File: src/rtl/data_bus_ctrl_pkg.sv
// Shared encodings for the CPU data bus slave: access/len codes and controller states.
package data_bus_ctrl_pkg;

  localparam logic [1:0] ACC_NONE = 2'd0;
  localparam logic [1:0] ACC_R    = 2'd1;
  localparam logic [1:0] ACC_W    = 2'd2;
  localparam logic [1:0] ACC_X    = 2'd3;

  localparam logic [1:0] LEN_B = 2'd0;
  localparam logic [1:0] LEN_H = 2'd1;
  localparam logic [1:0] LEN_W = 2'd2;

  typedef enum logic [2:0] {
    S_IDLE = 3'd0,
    S_RAM  = 3'd1,
    S_IO   = 3'd2,
    S_RESP = 3'd3,
    S_ERR  = 3'd4
  } state_t;

endpackage

File: src/rtl/data_bus_ctrl_lane_align.sv
// Byte-lane helper: byte enables, write-data replication, read-data shift, misalign flag.
module data_bus_ctrl_lane_align
  import data_bus_ctrl_pkg::*;
(
  input  logic [1:0]  off,
  input  logic [1:0]  len,
  input  logic [31:0] wdata,
  input  logic [31:0] rdata,
  output logic [3:0]  be,
  output logic [31:0] wdata_rep,
  output logic [31:0] rdata_shifted,
  output logic        misaligned
);

  always_comb begin
    be         = 4'b1111;
    wdata_rep  = wdata;
    misaligned = |off;
    case (len)
      LEN_B: begin
        be         = 4'b0001 << off;
        wdata_rep  = {4{wdata[7:0]}};
        misaligned = 1'b0;
      end
      LEN_H: begin
        be         = off[1] ? 4'b1100 : 4'b0011;
        wdata_rep  = {2{wdata[15:0]}};
        misaligned = off[0];
      end
      default: ;
    endcase
  end

  assign rdata_shifted = rdata >> {off, 3'b000};

endmodule

File: src/rtl/data_bus_ctrl.sv
// Data-bus slave: decodes RAM / IO / hole, drives SRAM or handshaked IO, returns one-cycle ready.
module data_bus_ctrl
  import data_bus_ctrl_pkg::*;
#(
  parameter int          RAM_AW     = 16,
  parameter int          RAM_WAIT   = 1,
  parameter logic [31:0] IO_BASE    = 32'h1F000000,
  parameter int          IO_TIMEOUT = 255
) (
  input  logic              clk,
  input  logic              res,
  input  logic [31:0]       db_addr,
  input  logic [1:0]        db_accessType,
  input  logic [1:0]        db_memLen,
  input  logic [31:0]       db_wdata,
  output logic [31:0]       db_rdata,
  output logic              db_ready,
  output logic              db_error,
  output logic              mem_en,
  output logic              mem_we,
  output logic [3:0]        mem_be,
  output logic [RAM_AW-1:0] mem_addr,
  output logic [31:0]       mem_wdata,
  input  logic [31:0]       mem_rdata,
  output logic              io_re,
  output logic              io_we,
  output logic [15:0]       io_addr,
  output logic [31:0]       io_wdata,
  output logic [3:0]        io_be,
  input  logic [31:0]       io_rdata,
  input  logic              io_ack
);

  state_t      state;
  logic [15:0] cnt;
  logic [1:0]  a_off;
  logic        a_write;

  logic [31:0] pa;
  logic        in_ram, in_io, unused_addr;
  assign pa          = {3'b000, db_addr[28:0]};
  assign in_ram      = {32'b0, pa} < (64'd4 << RAM_AW);
  assign in_io       = pa[31:16] == IO_BASE[31:16];
  assign unused_addr = ^db_addr[31:29];

  // Aligner sees the live request in IDLE and the latched lane offset afterwards.
  logic [1:0]  al_off;
  logic [31:0] al_rdata, al_wrep, al_rsh;
  logic [3:0]  al_be;
  logic        al_mis;
  assign al_off   = (state == S_IDLE) ? db_addr[1:0] : a_off;
  assign al_rdata = (state == S_IO) ? io_rdata : mem_rdata;

  data_bus_ctrl_lane_align u_align (
    .off(al_off), .len(db_memLen), .wdata(db_wdata), .rdata(al_rdata),
    .be(al_be), .wdata_rep(al_wrep), .rdata_shifted(al_rsh), .misaligned(al_mis)
  );

  always_ff @(posedge clk or negedge res) begin
    if (!res) begin
      state <= S_IDLE; cnt <= '0; a_off <= '0; a_write <= 1'b0;
      db_rdata <= '0; db_ready <= 1'b0; db_error <= 1'b0;
      mem_en <= 1'b0; mem_we <= 1'b0; mem_be <= '0; mem_addr <= '0; mem_wdata <= '0;
      io_re <= 1'b0; io_we <= 1'b0; io_addr <= '0; io_wdata <= '0; io_be <= '0;
    end else begin
      db_ready <= 1'b0;
      db_error <= 1'b0;
      case (state)
        S_IDLE: if (db_accessType != ACC_NONE) begin
          a_off   <= db_addr[1:0];
          a_write <= (db_accessType == ACC_W);
          cnt     <= '0;
          if (al_mis || !(in_ram || in_io) || (in_io && db_accessType == ACC_X)) begin
            state <= S_ERR; db_ready <= 1'b1; db_error <= 1'b1;
          end else if (in_ram) begin
            state     <= S_RAM;
            mem_en    <= 1'b1;
            mem_we    <= (db_accessType == ACC_W);
            mem_be    <= al_be;
            mem_addr  <= pa[RAM_AW+1:2];
            mem_wdata <= al_wrep;
          end else begin
            state    <= S_IO;
            io_re    <= (db_accessType != ACC_W);
            io_we    <= (db_accessType == ACC_W);
            io_be    <= al_be;
            io_addr  <= pa[15:0];
            io_wdata <= al_wrep;
          end
        end
        S_RAM: if (cnt == 16'(RAM_WAIT)) begin
          if (!a_write) db_rdata <= al_rsh;
          mem_en <= 1'b0; mem_we <= 1'b0;
          state <= S_RESP; db_ready <= 1'b1;
        end else begin
          cnt <= cnt + 16'd1;
        end
        // io_ack outranks the timeout when both land in the same cycle.
        S_IO: if (io_ack) begin
          if (!a_write) db_rdata <= al_rsh;
          io_re <= 1'b0; io_we <= 1'b0;
          state <= S_RESP; db_ready <= 1'b1;
        end else if (cnt == 16'(IO_TIMEOUT)) begin
          io_re <= 1'b0; io_we <= 1'b0;
          state <= S_ERR; db_ready <= 1'b1; db_error <= 1'b1;
        end else begin
          cnt <= cnt + 16'd1;
        end
        default: state <= S_IDLE;
      endcase
    end
  end

endmodule
File: config.mk
export PLATFORM = sky130hd
export DESIGN_NAME = data_bus_ctrl
export DESIGN_NICKNAME = d
export VERILOG_FILES = /design/src/rtl/data_bus_ctrl_pkg.sv /design/src/rtl/data_bus_ctrl_lane_align.sv /design/src/rtl/data_bus_ctrl.sv
export SDC_FILE = /design/constraint.sdc
export NUM_CORES = 1
export LEC_CHECK = 0
export BUFFER_PORTS_ARGS = -buffer_cell sky130_fd_sc_hd__buf_4
export CAP_MARGIN = 10
export CORE_MARGIN = 3
export CORE_UTILIZATION = 37
export DETAILED_ROUTE_END_ITERATION = 8
export GPL_TIMING_DRIVEN = 0
export SETUP_SLACK_MARGIN = 0.02
export SKIP_LAST_GASP = 1
export SYNTH_ARGS = -nofsm -noshare
export SYNTH_HDL_FRONTEND = slang
export SYNTH_SLANG_ARGS = --single-unit
File: constraint.sdc
create_clock -name clk -period 5.4 [get_ports clk]
set_input_delay 1.08 -clock clk [delete_from_list [all_inputs] [get_ports clk]]
set_output_delay 1.08 -clock clk [all_outputs]
set_load 0.1 [all_outputs]
; ---- Word level (Yosys, flattened, before mapping)
; Cells that the tools add are included.
[word_totals]
ff_bits = 164
word_cells = 112
[classes]
add_sub_neg = 1
order_cmp = 1
n_eq_ne = 19
shifts = 2
n_mux = 49
bitwise_logic = 2
n_reduce_logical = 21
[ops]
columns = op, n
row1 = 2-to-1 mux 32 bit, 4
row2 = case mux 32 bit (2 select lines), 2
row3 = 2-to-1 mux 16 bit, 4
row4 = case mux 16 bit (3 select lines), 1
row5 = right shift 32 x 5 -> 32 bit, 1
row6 = "< comparator 29 x 19 -> 1 bit, second input constant", 1
row7 = 2-to-1 mux 1 bit, 21
row8 = "inequality test 2 bit, second input constant", 9
row9 = "adder 16 x 1 -> 16 bit, second input constant", 1
row10 = "== test 16 x 1 -> 1 bit, second input constant", 1
row11 = "== test 16 x 8 -> 1 bit, second input constant", 1
row12 = 2-to-1 mux 3 bit, 5
row13 = AND reduction 5 bit, 3
row14 = "== test 13 bit, second input constant", 1
row15 = case mux 1 bit (2 select lines), 6
row16 = case mux 3 bit (3 select lines), 1
row17 = case mux 4 bit (2 select lines), 1
row18 = AND reduction 4 bit, 2
row19 = nonzero test 2 bit, 4
row20 = AND reduction 3 bit, 2
row21 = "== test 2 bit, second input constant", 2
row22 = 2-to-1 mux 2 bit, 2
row23 = 2-to-1 mux 4 bit, 1
row24 = "<< shifter 1 x 2 -> 4 bit, first input constant", 1
row25 = other kinds (15), 18

; ---- Logic depth before layout (Yosys ltp)
[depth]
ltp_word = 9
mapped_depth = 8
ltp_nobuf = 7

; ---- By module
; A second synthesis with hierarchy kept.
[hier_totals]
cells_unflattened = 702
area_unflattened_um2 = 8494.4
[modules_own_cells]
columns = module, n_inst, cells_each, area_per_inst_um2
row1 = data_bus_ctrl, 1, 576, 7463.4
row2 = data_bus_ctrl_lane_align, 1, 126, 1031.0

; ---- Least setup slack after synthesis
; OpenSTA, ideal clock, no wires.
[synth_timing]
kind = input to register
startpoint = input port db_addr[23]
endpoint = register io_addr[0]
arrival_time_ps = 2563
required_ps = 5275
path_slack_ps = 2712
path_stages = 6
path_buffers = 2
path_cell_list = nor4_4 > nand2_1 > or4b_1 > buf_2 > buf_6 > mux2_4
[synth_between]
elab_chain_cells = 7
word_cells_on_any_way = 10
[synth_rtl]
columns = element, line
row1 = start: declaration, data_bus_ctrl.sv:12  ; input logic [31:0] db_addr,
row2 = < comparator 29 x 19 -> 1 bit / == test 13 bit (equally long branches), "data_bus_ctrl.sv:42, data_bus_ctrl.sv:43"
row3 = logical OR 1 bit, data_bus_ctrl.sv:73  ; if (al_mis || !(in_ram || in_io) || (in_io && db_accessType == ACC_X)) begin
row4 = zero test 1 bit, data_bus_ctrl.sv:73
row5 = logical OR 1 bit (2 in series), data_bus_ctrl.sv:73
row6 = NOT 1 bit (no source line), --
row7 = AND reduction 4 bit (no source line) (*), --
row8 = end signal: assignment, data_bus_ctrl.sv:87  ; io_addr <= pa[15:0];
row9 = end: declaration, data_bus_ctrl.sv:27  ; output logic [15:0] io_addr,
; Mark *: on every way between the ends. The rest lies on a longest branch, timed or not.
; A chain may end at the register's enable or synchronous reset.

; ---- Worst setup path in the final report
[layout_timing]
startpoint = input port db_memLen[0]
endpoint = register io_wdata[14]
[layout_between]
elab_chain_cells = 6
word_cells_on_any_way = 8
[layout_rtl]
columns = element, line
row1 = start: declaration, data_bus_ctrl.sv:14  ; input logic [1:0] db_memLen,
row2 = == test 2 x 1 -> 1 bit / zero test 2 bit (equally long branches), data_bus_ctrl_lane_align.sv:19  ; case (len)
row3 = case mux 1 bit (2 select lines), data_bus_ctrl_lane_align.sv:19
row4 = logical OR 1 bit (2 in series), data_bus_ctrl.sv:73
row5 = NOT 1 bit (no source line), --
row6 = AND reduction 4 bit (no source line), --
row7 = end signal: assignment, data_bus_ctrl.sv:88  ; io_wdata <= al_wrep;
row8 = end: declaration, data_bus_ctrl.sv:28  ; output logic [31:0] io_wdata,
; Several ways; a longest one is shown, not always the timed one.

==> results.md <==
- Status: finished clean
- HP Start: db_rdata[19]$_DFFE_PN0P_
- Num ports: 277
- Critical-path maximum fanout: 10
- Setup crit start kind: input port
- PostCTS Resize Cnt: 0
- Max Fclk: 0.3698 GHz
- CTS sink cnt: 164
- Placement Cell Area: 0.01075 mm²
- CP Class: input port to register
- Synth area leaders: dfrtp_1, mux2i_1, mux2_4
- Routed WL: approximately 28000 µm
- Post-synthesis async set-or-reset flop share: 1.000
- Max VDD drop: 0.0001887 V
- Via density per instance: 5.292
- Number of synthesized register bits: 164
- RSZ-0062 raised after global routing: false
- Yosys warnings: 0
- Final ANT Viol Nets: 0
- DP Wirelength: 20760 µm
- Synth Flop Type: dfrtp_1
- Share of the synthesized area in the top cell type: 0.4927
- CP Capture Type: register
- 1st-iter DRT viols: around 450
- Pre-CTS setup slack: 2256 ps
- Initial antenna violation count: 0
- Final instance area: between 0.01 and 0.015 mm²
- Final setup viols: 0
- Number of flops mapped to enable cells by yosys: 0
- Tmin final: 2704 ps
- # H-tree levels: 4
- Filler instances: slightly above 2000
- Register area: 0.004104 mm²
- Hold Buf Count CTS: 0
- Post-route non-filler standard cell count: 1376
- Final hold vios: 0
- Worst hold margin: about 470 ps
- Crit path from: db_memLen[0]
- DR WL/cell: ~20 µm
- Starting density of the core: 0.3793
- Largest net degree at the start of global routing: 95
- Diodes inserted: 0
- Worst r2r src: state[2]$_DFFE_PN0P_
- Area growth from synthesis to layout: 36.17%
- Leak: 5.884 nW
- HP Class: register to register
- Total grt overflow: 0
- WP data arrival: 3030 ps
- CTS Buf Count: 17
- Number of global-route vias before repair: 7415
- Die W: 156.0 µm
- Setup bufs post-CTS: 0
- Bufs on Longest Clock Path: 2
- Clock Skews: roughly 15 ps
- Site Rows: 54
- Core area: 0.02196 mm²
- Worst path required time: approximately 5700 ps
- Die ar.: between 0.02 and 0.025 mm²
- I/O Buffers: 271
- Syn Area/Cell: ~11 µm²
- Synth cell types: 68
- Final Cycle Share: 0.5007
- Sum Neg Setup Slack: 0 ps
- Post-Syn Nets: 930
- # nets final: 1221
- Power Total: 3.112 mW
- Worst rel slew slack: 0.3070
- Die Y: 156.0 µm
- Total GRT Usage: 0.2261
- Register area share after synthesis: 0.4927
- Max Transition Viols Final: 0
- Synthesized area: between 0.008 and 0.009 mm²
- Clock-pin slew on the worst setup and hold paths: 70 ps
- Routability Congestion: 0.8788
- Global-route wire length before repair: around 43000 µm
- DR DRC count: 0
- DR vias: between 7000 and 8000
- Clock Latency Late Sink: 440 ps
- Fin util: 0.5165
- PwrDens: 274.4 mW/mm²
- Multi-input logic area: 0.003948 mm²
- Share of cells above drive strength 1: 0.3485
- CTS root buffer: clkbuf_16
- Setup WS post-layout: about 2700 ps
- Max Cap Viol: 0
- Mapped Cells: 793
- TritonRoute pass-1 iters: 5
- Slew @ Worst Pin: 1036 ps
- Cell taking the most area after synthesis: dfrtp_1
- CTS tree: built
- Dpl cells: 1345
## state kept, by name, summed over array words and instances, names as in the netlist, 2 cells and up
name,count
mem_wdata,32
cnt,16
io_wdata,32
mem_be,4
state,3
io_addr,16
db_rdata,32
io_be,4
a_off,2
mem_addr,16
## cells in the mapped netlist, types with 5 or more instances
library cell / n
nand3_1: 26
buf_2: 15
buf_6: 6
o221ai_1: 5
nor3_1: 20
mux2_1: 21
inv_1: 7
a21oi_1: 31
nand2_1: 96
o31ai_1: 8
mux2i_1: 71
nor2_1: 68
a21o_1: 27
mux2_2: 14
mux2_4: 24
clkbuf_1: 23
o21ai_0: 57
o21ai_1: 14
or4_1: 5
a31oi_1: 9
dfrtp_1: 164
## worst paths after layout
path	slack [ps]	to	cells past startpoint
max	2700	io_wdata[14]$_DFFE_PN0P_	6
min	470	db_rdata[19]$_DFFE_PN0P_	2
max reg2reg	2940	io_be[3]$_DFFE_PN0P_	7
min reg2reg	470	db_rdata[19]$_DFFE_PN0P_	2
max in group asynchronous	3920	db_ready$_DFF_PN0_	2
min in group asynchronous	670	io_addr[6]$_DFFE_PN0P_	1
## power breakdown
part / total, mW / internal, mW / switching [mW]
Clock: 1.26 / 0.697 / 0.562
Combinational: 0.584 / 0.196 / 0.388
Sequential: 1.27 / 1.25 / 0.0172
Total: 3.11 / 2.15 / 0.967
## critical path: stages
cell and delay (ps):
buf_4 130, buf_1 350, nor2_1 910, mux2i_1 330
nor2_1 60, a21o_1 160
## cell usage in the layout (no fill, tap or decap), types with 6 or more instances in the layout
cell,count
o21ai_1,14
a31oi_1,9
dfrtp_1,164
inv_1,7
buf_2,15
clkbuf_1,23
mux2_2,14
nor2_1,68
nand3_1,26
mux2_1,21
nand2_1,96
mux2_4,24
buf_4,271
nor3_1,20
a21oi_1,31
mux2i_1,71
a21o_1,27
o31ai_1,8
buf_6,6
o21ai_0,57
clkbuf_16,17
## cells by family (layout without fill, tap and decap cells)
| group | count (synthesis) | in the layout | synth area share |
|---|---|---|---|
| and+or+nand+nor | 256 | 256 | 0.1529 |
| AOI/OAI and AO/OA | 180 | 180 | 0.1368 |
| DFF | 164 | 164 | 0.4927 |
| muxes | 130 | 130 | 0.1759 |
| buffers and inverters | 56 | 359 | 0.03335 |
| xor gates and xnor gates | 5 | 5 | 0.005259 |
| adders and majority gates | 2 | 2 | 0.003004 |
## layer usage
metal	share of wire	vias to the layer above	global-route usage
met5	0	-	0
met4	0.025	0	0.07401
met3	0.060	45	0.04411
met2	0.46	250	0.3493
met1	0.45	3550	0.3202
li1	-	3437	-
## area by class of cell
cell class / count / area share
repair buffers: 272 / 0.1825
inverters: 7 / 0.002317
plain buffers: 49 / 0.02217
flip-flops and latches: 164 / 0.3618
clock buffers: 17 / 0.03751
well taps: 280 / 0.03089
clock inverters: 14 / 0.01478
multi-input cells: 573 / 0.3480
No activity file was read; power rests on OpenSTA's default activity.
